**src/rtl/decode_stage.sv**
```systemverilog
// RV32I/RV64I decode stage: decodes {inst, pc} on entry and holds decoded bundles in a DEPTH-entry queue.
// Optional DECODE_STAGE_STATS_EN adds stat_decoded / stat_illegal pop counters.
module decode_stage #(
    parameter int XLEN  = 32,
    parameter int DEPTH = 2,
    parameter int SHW   = $clog2(XLEN)
) (
    input  logic            clk,
    input  logic            rst_n,
    input  logic            flush,
    input  logic            in_valid,
    output logic            in_ready,
    input  logic [31:0]     in_inst,
    input  logic [XLEN-1:0] in_pc,
    output logic            out_valid,
    input  logic            out_ready,
    output logic [4:0]      op_code,
    output logic [3:0]      sub_op_code,
    output logic [4:0]      rs1,
    output logic [4:0]      rs2,
    output logic [4:0]      rd,
    output logic [XLEN-1:0] imm,
    output logic [SHW-1:0]  shift_size,
    output logic [XLEN-1:0] pc,
    output logic            illegal
`ifdef DECODE_STAGE_STATS_EN
    ,
    output logic [31:0]     stat_decoded,
    output logic [31:0]     stat_illegal
`endif
);

    localparam int AW = $clog2(DEPTH);

    typedef struct packed {
        logic [4:0]      op;
        logic [3:0]      sub;
        logic [4:0]      rs1;
        logic [4:0]      rs2;
        logic [4:0]      rd;
        logic [XLEN-1:0] imm;
        logic [SHW-1:0]  sh;
        logic            ill;
        logic [XLEN-1:0] pc;
    } entry_t;

    entry_t          dec;
    entry_t          mem [DEPTH];
    logic [AW-1:0]   rd_ptr, wr_ptr;
    logic [AW:0]     count;
    logic            push, pop;

    logic [4:0]          opc;
    logic [2:0]          f3;
    logic signed [11:0]  imm_i, imm_s;
    logic signed [12:0]  imm_b;
    logic signed [20:0]  imm_j;
    logic signed [31:0]  imm_u;

    assign opc   = in_inst[6:2];
    assign f3    = in_inst[14:12];
    assign imm_i = in_inst[31:20];
    assign imm_s = {in_inst[31:25], in_inst[11:7]};
    assign imm_b = {in_inst[31], in_inst[7], in_inst[30:25], in_inst[11:8], 1'b0};
    assign imm_j = {in_inst[31], in_inst[19:12], in_inst[20], in_inst[30:21], 1'b0};
    assign imm_u = {in_inst[31:12], 12'd0};

    // Immediates are sign-extended by casting the signed views up to XLEN.
    always_comb begin
        dec    = '0;
        dec.pc = in_pc;
        if (in_inst[1:0] != 2'b11) begin
            dec.ill = 1'b1;
        end else begin
            case (opc)
                5'b01101, 5'b00101: begin
                    dec.imm = XLEN'(imm_u);
                    dec.rd  = in_inst[11:7];
                end
                5'b00100: begin
                    dec.imm = XLEN'(imm_i);
                    dec.rs1 = in_inst[19:15];
                    dec.rd  = in_inst[11:7];
                    dec.sub = {in_inst[30] & (f3 == 3'b101), f3};
                    if (f3 == 3'b001 || f3 == 3'b101)
                        dec.sh = in_inst[20 +: SHW];
                end
                5'b01100: begin
                    dec.rs1 = in_inst[19:15];
                    dec.rs2 = in_inst[24:20];
                    dec.rd  = in_inst[11:7];
                    dec.sub = {in_inst[30], f3};
                end
                5'b00000, 5'b00011, 5'b11100: begin
                    dec.imm = XLEN'(imm_i);
                    dec.rs1 = in_inst[19:15];
                    dec.rd  = in_inst[11:7];
                    dec.sub = {1'b0, f3};
                end
                5'b01000: begin
                    dec.imm = XLEN'(imm_s);
                    dec.rs1 = in_inst[19:15];
                    dec.rs2 = in_inst[24:20];
                    dec.sub = {1'b0, f3};
                end
                5'b11000: begin
                    dec.imm = XLEN'(imm_b);
                    dec.rs1 = in_inst[19:15];
                    dec.rs2 = in_inst[24:20];
                    dec.sub = {1'b0, f3};
                end
                5'b11011: begin
                    dec.imm = XLEN'(imm_j);
                    dec.rd  = in_inst[11:7];
                    dec.sub = 4'b1111;
                end
                5'b11001: begin
                    dec.imm = XLEN'(imm_i);
                    dec.rs1 = in_inst[19:15];
                    dec.rd  = in_inst[11:7];
                end
                default: dec.ill = 1'b1;
            endcase
        end
        if (!dec.ill)
            dec.op = opc;
    end

    assign in_ready  = (count < (AW+1)'(DEPTH));
    assign out_valid = (count != '0);
    assign push      = in_valid & in_ready;
    assign pop       = out_valid & out_ready;

    // Flush wins over any same-cycle push or pop.
    always_ff @(posedge clk or negedge rst_n) begin
        if (!rst_n) begin
            rd_ptr <= '0;
            wr_ptr <= '0;
            count  <= '0;
            for (int i = 0; i < DEPTH; i++)
                mem[i] <= '0;
        end else if (flush) begin
            rd_ptr <= '0;
            wr_ptr <= '0;
            count  <= '0;
        end else begin
            if (push) begin
                mem[wr_ptr] <= dec;
                wr_ptr      <= wr_ptr + 1'b1;
            end
            if (pop)
                rd_ptr <= rd_ptr + 1'b1;
            if (push && !pop)
                count <= count + 1'b1;
            else if (pop && !push)
                count <= count - 1'b1;
        end
    end

    assign op_code     = mem[rd_ptr].op;
    assign sub_op_code = mem[rd_ptr].sub;
    assign rs1         = mem[rd_ptr].rs1;
    assign rs2         = mem[rd_ptr].rs2;
    assign rd          = mem[rd_ptr].rd;
    assign imm         = mem[rd_ptr].imm;
    assign shift_size  = mem[rd_ptr].sh;
    assign pc          = mem[rd_ptr].pc;
    assign illegal     = mem[rd_ptr].ill;

`ifdef DECODE_STAGE_STATS_EN
    // Counters track consumption by execute and ignore flush.
    always_ff @(posedge clk or negedge rst_n) begin
        if (!rst_n) begin
            stat_decoded <= '0;
            stat_illegal <= '0;
        end else if (pop) begin
            stat_decoded <= stat_decoded + 1'b1;
            if (mem[rd_ptr].ill)
                stat_illegal <= stat_illegal + 1'b1;
        end
    end
`endif

endmodule

```
**config.mk**
```make
export PLATFORM = sky130hd
export DESIGN_NAME = decode_stage
export DESIGN_NICKNAME = d
export VERILOG_FILES = /design/src/rtl/decode_stage.sv
export SDC_FILE = /design/constraint.sdc
export NUM_CORES = 1
export LEC_CHECK = 0
export CORE_MARGIN = 10
export CORE_UTILIZATION = 54
export CTS_BUF_LIST = sky130_fd_sc_hd__clkbuf_2 sky130_fd_sc_hd__clkbuf_4 sky130_fd_sc_hd__clkbuf_8
export CTS_CLUSTER_DIAMETER = 40
export DETAILED_ROUTE_END_ITERATION = 16
export PLACE_DENSITY = 0.82
export SYNTH_ARGS = -nofsm -noshare
export SYNTH_HDL_FRONTEND = slang
export SYNTH_SLANG_ARGS = --single-unit
```
**constraint.sdc**
```tcl
create_clock -name clk -period 2.3 [get_ports clk]
set_clock_uncertainty 0.2 [all_clocks]
set_input_delay 0.345 -clock clk [delete_from_list [all_inputs] [get_ports clk]]
set_output_delay 0.345 -clock clk [all_outputs]
set_load 0.01 [all_outputs]
```
## Word level (Yosys, flattened, before mapping)

Index checks and enable logic that the tools add are counted.

| cells by class | value |
|---|---|
| order comparisons | 4 |
| reduce and logical (&&, ||, !) cells | 19 |
| multipliers | 0 |
| $add $sub $neg | 4 |
| mux-type cells | 24 |
| shift operators | 0 |
| div/mod/pow operators | 0 |
| bitwise gates (word level) | 6 |
| eq/ne operators | 13 |

Operators by type and width:

| kind | number |
|---|---|
| $mux W94 | 4 |
| $bwmux W188 | 1 |
| $pmux W32 S5 | 1 |
| $demux W94 S1 | 1 |
| $mux W56 | 1 |
| $mux W5 | 6 |
| $eq A5 B5 Y1 const B | 4 |
| $pmux W4 S4 | 1 |
| $eq A5 B4 Y1 const B | 3 |
| $reduce_or A11 Y1 | 1 |
| $eq A5 B3 Y1 const B | 2 |
| $reduce_or A5 Y1 | 2 |
| $reduce_or A9 Y1 | 1 |
| $reduce_or A8 Y1 | 1 |
| $mux W1 | 6 |
| $mux W2 | 3 |
| $reduce_bool A2 Y1 | 3 |
| $eq A5 B2 Y1 const B | 1 |
| $logic_not A5 Y1 | 1 |
| $ge A2 B2 Y1 const B | 2 |
| $not A1 Y2 | 2 |
| $and A1 B1 Y1 | 3 |
| $eq A3 B1 Y1 const B | 1 |
| $eq A3 B3 Y1 const B | 1 |
| other kinds (14) | 18 |

| storage, ports and cells | value |
|---|---|
| register bits after elaboration | 192 |
| memories kept | 0 |
| output and inout port bits | 96 |
| bits of input ports | 69 |
| word-level logic and storage cells | 91 |
| latch bits | 0 |
| RAM bits | 0 |
| ROM bits | 0 |

## Depth between registers and ports, before layout

Gate-level depths: netlist (run 1).

| depth | value |
|---|---|
| word-level depth | 7 |
| depth in mapped cells | 8 |
| mapped depth without buffers | 5 |

## Least setup slack after synthesis (run 1)

No wires, ideal clock.

| timing | value |
|---|---|
| path type | register to output |
| start point | register rd_ptr |
| end point | output imm[18] |
| path buffers | 3 |
| arrival time | 1.555 ns |
| setup slack | 0.200 ns |
| data required time | 1.755 ns |
| stages on the path, launching flop included | 5 |
| path through | dfrtp_1 > clkbuf_1 > clkbuf_1 > clkbuf_1 > mux2_2 |

| on the way | value |
|---|---|
| word-level cells in the longest chain between the ends | 4 |

RTL lines:

| element | line | RTL |
|---|---|---|
| start, declared | 49 | `logic [AW-1:0] rd_ptr, wr_ptr;` |
| start signal, assigned | 152 | `rd_ptr <= rd_ptr + 1'b1;` |
| $not A1 Y2 (not written as such) | 165 | `assign imm = mem[rd_ptr].imm;` |
| $mux W94 (3 in a row) | - |  |
| end, declared | 22 | `output logic [XLEN-1:0] imm,` |

Every way passes these cells. The select of a mux whose other input is x is not followed.

## Final worst setup path (run 1)

| timing | value |
|---|---|
| start point | register rd_ptr |
| end point | output op_code[2] |

| on the way | value |
|---|---|
| word-level cells in the longest chain between the ends | 4 |

RTL lines:

| element | line | RTL |
|---|---|---|
| $not A1 Y2 (not written as such) | 160 | `assign op_code = mem[rd_ptr].op;` |
| $mux W94 (3 in a row) | - |  |
| end, declared | 17 | `output logic [4:0] op_code,` |

Every way passes these cells. The select of a mux whose other input is x is not followed.

==> summary.md, run 1 <==
| Metric | Value |
|---|---|
| Routed via count | `7415` |
| Tcrit/Tclk final | `105%` |
| Antenna-violating nets left | `0` |
| Async S/R FF share, synth | `100%` |
| DP Area | `11200 µm²` |
| Fillers | `1089` |
| Min Hold Slack | `0.196 ns` |
| # Max-Cap Violations | `0` |
| Total CTS buffers | `17` |
| Port Buffers | `164` |
| Gr ovfl total | `0` |
| Pre-CTS setup slack | `-0.222 ns` |
| Synth top area share | `53.9%` |
| Worst setup SP type | `flop` |
| Arrival @ worst endpoint | `1.87 ns` |
| Clock Tree Root | `clkbuf_8` |
| Sequential area share after synthesis | `53.9%` |
| Cell type with the largest total area after synthesis | `dfrtp_1` |
| Psw | `0.00244 W` |
| Die Area | `22100 µm²` |
| Crit path max fanout | `8` |
| Violated checks | `setup timing` |
| Routability cong. | `0.915` |
| Syn nets | `932` |
| DRT Pass-1 Iters | `5` |
| DRC Markers | `0` |
| Slew @ Worst Pin | `0.718 ns` |
| Post-DR vias/cell | `5.74` |
| Crit path buffers/inverters | `4` |
| Worst-path clk slew | `0.11 ns` |
| Synth Warn # | `0` |
| Number of global-route vias before repair | `7601` |
| Outcome | `finished, violations left` |
| Routed WL | `25600 µm` |
| RSZ-0062 raised after global routing | `yes` |
| Most used DFF post-synth | `dfrtp_1` |
| Mapped Avg Cell Area | `10.3 µm²` |
| CP endpoint kind | `primary output` |
| Gr usage total | `22.9%` |
| Seq pwr share | `48.8%` |
| Sw frac | `30.2%` |
| First-pass GRT wire length | `40500 µm` |
| DR WL/cell | `19.8 µm` |
| Clock buffer depth | `2` |
| Worst Slack Setup Final | `-0.116 ns` |
| Core ar. | `16100 µm²` |
| R2r setup slk | `0.32 ns` |
| Critical path cell sequence | `buf_12, buf_12, buf_16, mux2_4, buf_6` |
| Post-synth cell types | `54` |
| Tmin final | `2.42 ns` |
| Antenna Cells | `0` |
| Row count | `46` |
| Starting density of the core | `55.5%` |
| Post-synth EDFFs | `0` |
| Post-Syn Area | `8920 µm²` |
| Initial antenna violation count | `0` |
| Min-delay worst type | `input pin to asynchronous set/reset pin` |
| WS Path Type | `flop to primary output` |
| Width of the die | `149 µm` |
| Clock Power Share | `27.8%` |
| Largest net degree at the start of global routing | `52` |
| Die height | `149 µm` |
| Detailed Route Iter0 Violations | `523` |
| Clock sink count | `192` |
| Pwr Density | `678 nW/µm²` |
| Top Family by Delay on Critical Path | `buffers and inverters` |
| LEAKAGE | `5.93 nW` |
| Final net count | `1132` |
| Multi-input gate area | `3830 µm²` |
| Synth-to-Final Area Change | `33.3%` |
| Fmax | `414 MHz` |
| PnR Total Power | `0.00806 W` |
| Slew margin rel. | `52.2%` |
| Synth Instances | `863` |
| IO Count | `165` |
| Most frequent CP cell | `buf_12` |
| Largest cells by area after synthesis | `dfrtp_1, mux2_2, nand2_1, a22o_1, o21ai_0` |
| Flops & latches, synth | `192` |
| Post-route cell area | `11900 µm²` |
| Slew Limit Fails | `0` |
| Critical-path top delay cell | `dfrtp_4` |
| Final hold violations | `0` |
| Worst path required time | `1.75 ns` |
| Worst skew pair latency | `0.46 ns` |
| Peak supply drop | `0.000378 V` |
| CTS tree | `built` |
| Internal | `0.00562 W` |
| Clock H-tree levels | `4` |
| Final setup viols | `80` |
| Reg area | `4810 µm²` |
| Layout cells sized above 1 | `28.3%` |
| Comb power frac | `23.3%` |
| DP HPWL | `16900 µm` |
| Worst path max stage delay | `0.51 ns` |
==> what timing repair did <==
action / CTS / global route
endpoints found under the hold margin: 47 / 0
buffers inserted: 7 / 3
gates resized for setup: 413 / 21
cloned: 5 / 2
hold buffers: 1 / 0
endpoints found under the setup margin: 94 / 81
==> metrics by stage <==
| step | TNS, ns | cells | util (%) |
|---|---|---|---|
| floorplan | 0 | 863 | - |
| global route | -9.27 | 1292 | 74.0 |
| finish | -4.71 | 1292 | 74.0 |
| global placement | -12.62 | 1244 | 69.6 |
| detailed placement | -13.84 | 1244 | 69.6 |
| CTS | -6.48 | 1289 | 73.3 |
==> cell usage after synthesis (2+ instances only) <==
cell      count
dfrtp_1     192
nor2_1       14
nor3_2        2
a21o_1        9
nand3_1       5
nor4b_2       2
o21ai_1       3
nand2_1     276
nor2b_1       3
or3b_1        2
o31ai_1      14
nor3_1        2
and2_4        2
buf_1         8
buf_2        15
buf_6         6
or2_2         2
a22o_1       70
and3_1        3
o21ai_0      41
mux2_2       94
a21oi_1       8
and2_1        3
nand2b_1      4
inv_1         9
xor2_1        3
a41o_1        2
clkbuf_1     33
a31oi_1       2
a32o_1       10
==> final cells by class <==
cell class | count | area share (%)
clock buffers | 17 | 1.97
clock inverters | 15 | 1.38
inverters | 9 | 0.284
multi-input cells | 599 | 32.2
flip-flops and latches | 192 | 40.4
well taps | 216 | 2.27
repair buffers | 244 | 21.5
==> per-layer routing <==
layer,track usage [%],vias to the layer above,share of wire [%]
li1,-,3390,-
met1,30.0,3701,42
met2,36.3,280,49
met3,6.13,44,7.0
met4,7.19,0,2.2
met5,0,-,0
==> sequential cells by signal, summed over array words and instances, names as in the netlist <==
| name | cells |
|---|---|
| mem | 188 |
| count | 2 |
| rd_ptr | 1 |
| wr_ptr | 1 |
==> logic make-up (layout without fill, tap and decap cells) <==
| kind of cell | Yosys count | after routing | synth area share (%) |
|---|---|---|---|
| AND/OR/NAND/NOR | 333 | 333 | 16.0 |
| flip-flops | 192 | 192 | 53.9 |
| AO/OA/AOI/OAI | 169 | 169 | 14.1 |
| multiplexers | 94 | 94 | 11.9 |
| buffers and inverters | 72 | 285 | 3.79 |
| XOR/XNOR | 3 | 3 | 0.295 |
==> cells in the final DEF, fill, tap and decap left out, types with 3 or more instances in the layout <==
master             n
nand2_1          276
a32o_1            10
mux2_2            86
a21o_1             9
dlygate4sd2_1     10
o21ai_0           41
buf_2             14
o31ai_1           14
buf_12            11
and3_1             3
buf_4             58
inv_6              7
xor2_1             3
buf_6             70
nor2b_1            3
clkdlybuf4s50_1   69
mux2_4             8
nor2_1            14
and2_1             3
nand2b_1           4
a22o_1            70
nand3_1            5
dfrtp_1          191
a21oi_1            8
clkbuf_8          17
inv_1              9
inv_8              3
buf_16             6
o21ai_1            3
==> path summary, 6_finish.rpt <==
| check | endpoint | depth (start not counted) | from |
|---|---|---|---|
| max in group asynchronous | mem[34]$_DFFE_PN0P_ | 3 | rst_n |
| max reg2reg | mem[43]$_DFFE_PN0P_ | 5 | count[1]$_DFFE_PN0P_ |
| min | mem[3]$_DFFE_PN0P_ | 2 | rst_n |
| min reg2reg | mem[20]$_DFFE_PN0P_ | 2 | mem[20]$_DFFE_PN0P_ |
| max | op_code[2] | 5 | rd_ptr$_DFFE_PN0P_ |
| min in group clk | mem[97]$_DFFE_PN0P_ | 3 | in_pc[3] |
==> power by group through the flow <==
stage                     clock network (W)  registers [W]  logic, W
after global routing                0.00241        0.00398   0.00204
after CTS                           0.00227        0.00393   0.00179
after global placement                    0        0.00398   0.00168
final                               0.00224        0.00393   0.00188
after floorplan                           0        0.00393  0.000879
after detailed placement                  0        0.00400   0.00171
Note: power is estimated with default switching activity, not from simulation.
==> run 2: changes to the inputs <==
--- a/config.mk
+++ b/config.mk
@@ -6,11 +6,10 @@
 export NUM_CORES = 1
 export LEC_CHECK = 0
 export CORE_MARGIN = 10
-export CORE_UTILIZATION = 54
+export CORE_UTILIZATION = 40
 export CTS_BUF_LIST = sky130_fd_sc_hd__clkbuf_2 sky130_fd_sc_hd__clkbuf_4 sky130_fd_sc_hd__clkbuf_8
 export CTS_CLUSTER_DIAMETER = 40
 export DETAILED_ROUTE_END_ITERATION = 16
-export PLACE_DENSITY = 0.82
 export SYNTH_ARGS = -nofsm -noshare
 export SYNTH_HDL_FRONTEND = slang
 export SYNTH_SLANG_ARGS = --single-unit
==> run 2 against run 1 <==
Net effect:
- the flow still finishes with violations (setup timing)
- utilization down 19 points
- routed wire length up 0.85%
- clock-buffer cell count unchanged
- global-route usage down 4.8 points
- clock power up 3%
- critical endpoint is now pc[1]
- largest power group unchanged
==> summary.md, run 2 (synthesized netlist as in run 1, its figures left out) <==
| Metric | Value |
|---|---|
| # Max-Cap Violations | `0 (unchanged)` |
| Gr usage total | `18.1% (-4.8 points)` |
| Clock sink count | `192 (unchanged)` |
| Gr ovfl total | `0 (unchanged)` |
| Min-delay worst type | `input pin to asynchronous set/reset pin` |
| Worst setup SP type | `flop` |
| Outcome | `finished, violations left` |
| Detailed Route Iter0 Violations | `584 (+12%)` |
| Die Area | `28700 µm² (+30%)` |
| Pre-CTS setup slack | `-0.200 ns (+0.0221 ns)` |
| Final setup viols | `18 (-78%)` |
| Clock H-tree levels | `4 (unchanged)` |
| Tmin final | `2.37 ns (-0.0462 ns)` |
| Slew margin rel. | `66.2% (+14 points)` |
| Antenna-violating nets left | `0 (unchanged)` |
| Commonest non-fill, non-tap cell in the layout | `nand2_1` |
| Arrival @ worst endpoint | `1.82 ns (-0.05 ns)` |
| Placed Cells | `1322 (+6.3%)` |
| Row count | `54 (+17%)` |
| Slew @ Worst Pin | `0.507 ns (-0.211 ns)` |
| CTS tree | `built` |
| DP HPWL | `18000 µm (+6.5%)` |
| Commonest non-fill, non-tap cells in the layout | `nand2_1, dfrtp_1, mux2_2` |
| Violated checks | `setup timing` |
| Largest Register | `mem` |
| Post-DR vias/cell | `5.22 (-9.0%)` |
| Initial antenna violation count | `0 (unchanged)` |
| Final hold violations | `0 (unchanged)` |
| Clock buffer depth | `2 (unchanged)` |
| Width of the die | `169 µm (+14%)` |
| Final net count | `1145 (+1.1%)` |
| Peak supply drop | `0.000380 V (+0.65%)` |
| Clock Tree Root | `clkbuf_8` |
| Largest registers | `mem (188), count (2)` |
| Min Hold Slack | `0.205 ns (+0.00832 ns)` |
| Antenna Cells | `0 (unchanged)` |
| Layout cells sized above 1 | `30.3% (+2.1 points)` |
| DRT Pass-1 Iters | `7 (+2)` |
| Starting density of the core | `40.7% (-15 points)` |
| Die height | `169 µm (+14%)` |
| Largest net degree at the start of global routing | `68 (+31%)` |
| LEAKAGE | `5.99 nW (+1.0%)` |
| RSZ-0062 raised after global routing | `yes` |
| Slew Limit Fails | `0 (unchanged)` |
| IO Count | `165 (unchanged)` |
| Fmax | `422 MHz (+1.9%)` |
| Port Buffers | `164 (unchanged)` |
| Tcrit/Tclk final | `103% (-2.0 points)` |
| First-pass GRT wire length | `41900 µm (+3.4%)` |
| Synth-to-Final Area Change | `35.7%` |
| DR WL/cell | `18.9 µm (-4.8%)` |
| DRC Markers | `0 (unchanged)` |
| CP endpoint kind | `primary output` |
| Worst skew pair latency | `0.46 ns (about the same)` |
| Number of global-route vias before repair | `7483 (-1.6%)` |
| Worst path required time | `1.75 ns (about the same)` |
| Worst-path clk slew | `0.12 ns (about the same)` |
| Max reg flops | `188 (unchanged)` |
| Routed via count | `7150 (-3.6%)` |
| Total CTS buffers | `17 (unchanged)` |
| Crit path max fanout | `6 (-2)` |
| Pwr Density | `671 nW/µm² (-1.0%)` |
| Routed WL | `25800 µm (+0.85%)` |
| Worst Slack Setup Final | `-0.0699 ns (+0.0462 ns)` |
| Routability cong. | `0.846 (-7.6%)` |
| Core ar. | `21900 µm² (+36%)` |
| WS Path Type | `flop to primary output` |
| Final cell count without fillers | `1369 (+6.0%)` |
## run 2: cell types whose count changed in the layout (fill, tap and decap cells not counted), sizes merged
cell / previous run / this run
clkdlybuf4s15: 2 / 0
clkinvlp: 0 / 1
buf: 160 / 183
clkinv: 4 / 3
dlygate4sd2: 10 / 0
clkbuf: 19 / 21
## run 2: power by group
group	internal, W	switching (W)
clock network	0.000920	0.00139
registers	0.00374	0.000186
logic	0.000991	0.000892
## run 2: through the flow
| stage | area [µm²] | total power, W | TNS (ns) | utilization, % |
|---|---|---|---|---|
| after CTS | 12000 | 0.00820 | -5.35 | 54.9 |
| after global routing | 12100 | 0.00856 | -4.09 | 55.3 |
| after floorplan | 8920 | 0.00481 | 0 | - |
| final | 12100 | 0.00812 | -0.575 | 55.3 |
| after detailed placement | 11400 | 0.00575 | -12.83 | 52.2 |
| after global placement | 11400 | 0.00572 | -12.46 | 52.2 |
## run 2: layout make-up
class                           count  area [µm²]
Fill cell                        1993        9790
Sequential cell                   192        4810
Multi-Input combinational cell    599        3830
Timing Repair Buffer              257        2670
Tap cell                          280         350
Clock buffer                       17         234
Clock inverter                     15         168
Inverter                            9        33.8
## run 2: worst paths after layout
path	start	endpoint	slack [ns]	cells after the start
hold / removal	rst_n	mem[12]$_DFFE_PN0P_	0.20	2
setup reg to reg	count[1]$_DFFE_PN0P_	mem[71]$_DFFE_PN0P_	0.20	5
max in group asynchronous	rst_n	mem[96]$_DFFE_PN0P_	1.00	3
setup / recovery	rd_ptr$_DFFE_PN0P_	pc[1]	-0.07	5
min in group clk	in_pc[12]	mem[12]$_DFFE_PN0P_	0.21	3
hold reg to reg	mem[101]$_DFFE_PN0P_	mem[101]$_DFFE_PN0P_	0.28	2
## run 2: what timing repair did
item / CTS / global route
resized for setup: 448 / 41
cloned: 5 / 0
setup buffers: 7 / 6
hold buffers: 1 / 0
hold endpoints to repair: 52 / 0
pin swaps: 1 / 0
setup endpoints to repair: 94 / 93
## run 2: routing by layer
| layer | up-vias | part of all wire [%] | global-route usage (%) |
|---|---|---|---|
| li1 | 3406 | - | - |
| met1 | 3517 | 47 | 25.3 |
| met2 | 201 | 46 | 27.5 |
| met3 | 26 | 6.0 | 4.45 |
| met4 | 0 | 1.3 | 4.43 |
| met5 | - | 0 | 0 |
## run 2: critical path, stage by stage (launching register included)
cell and delay [ns]:
dfrtp_4 0.54, buf_6 0.14, buf_8 0.13, buf_16 0.14
mux2_4 0.30, buf_6 0.12
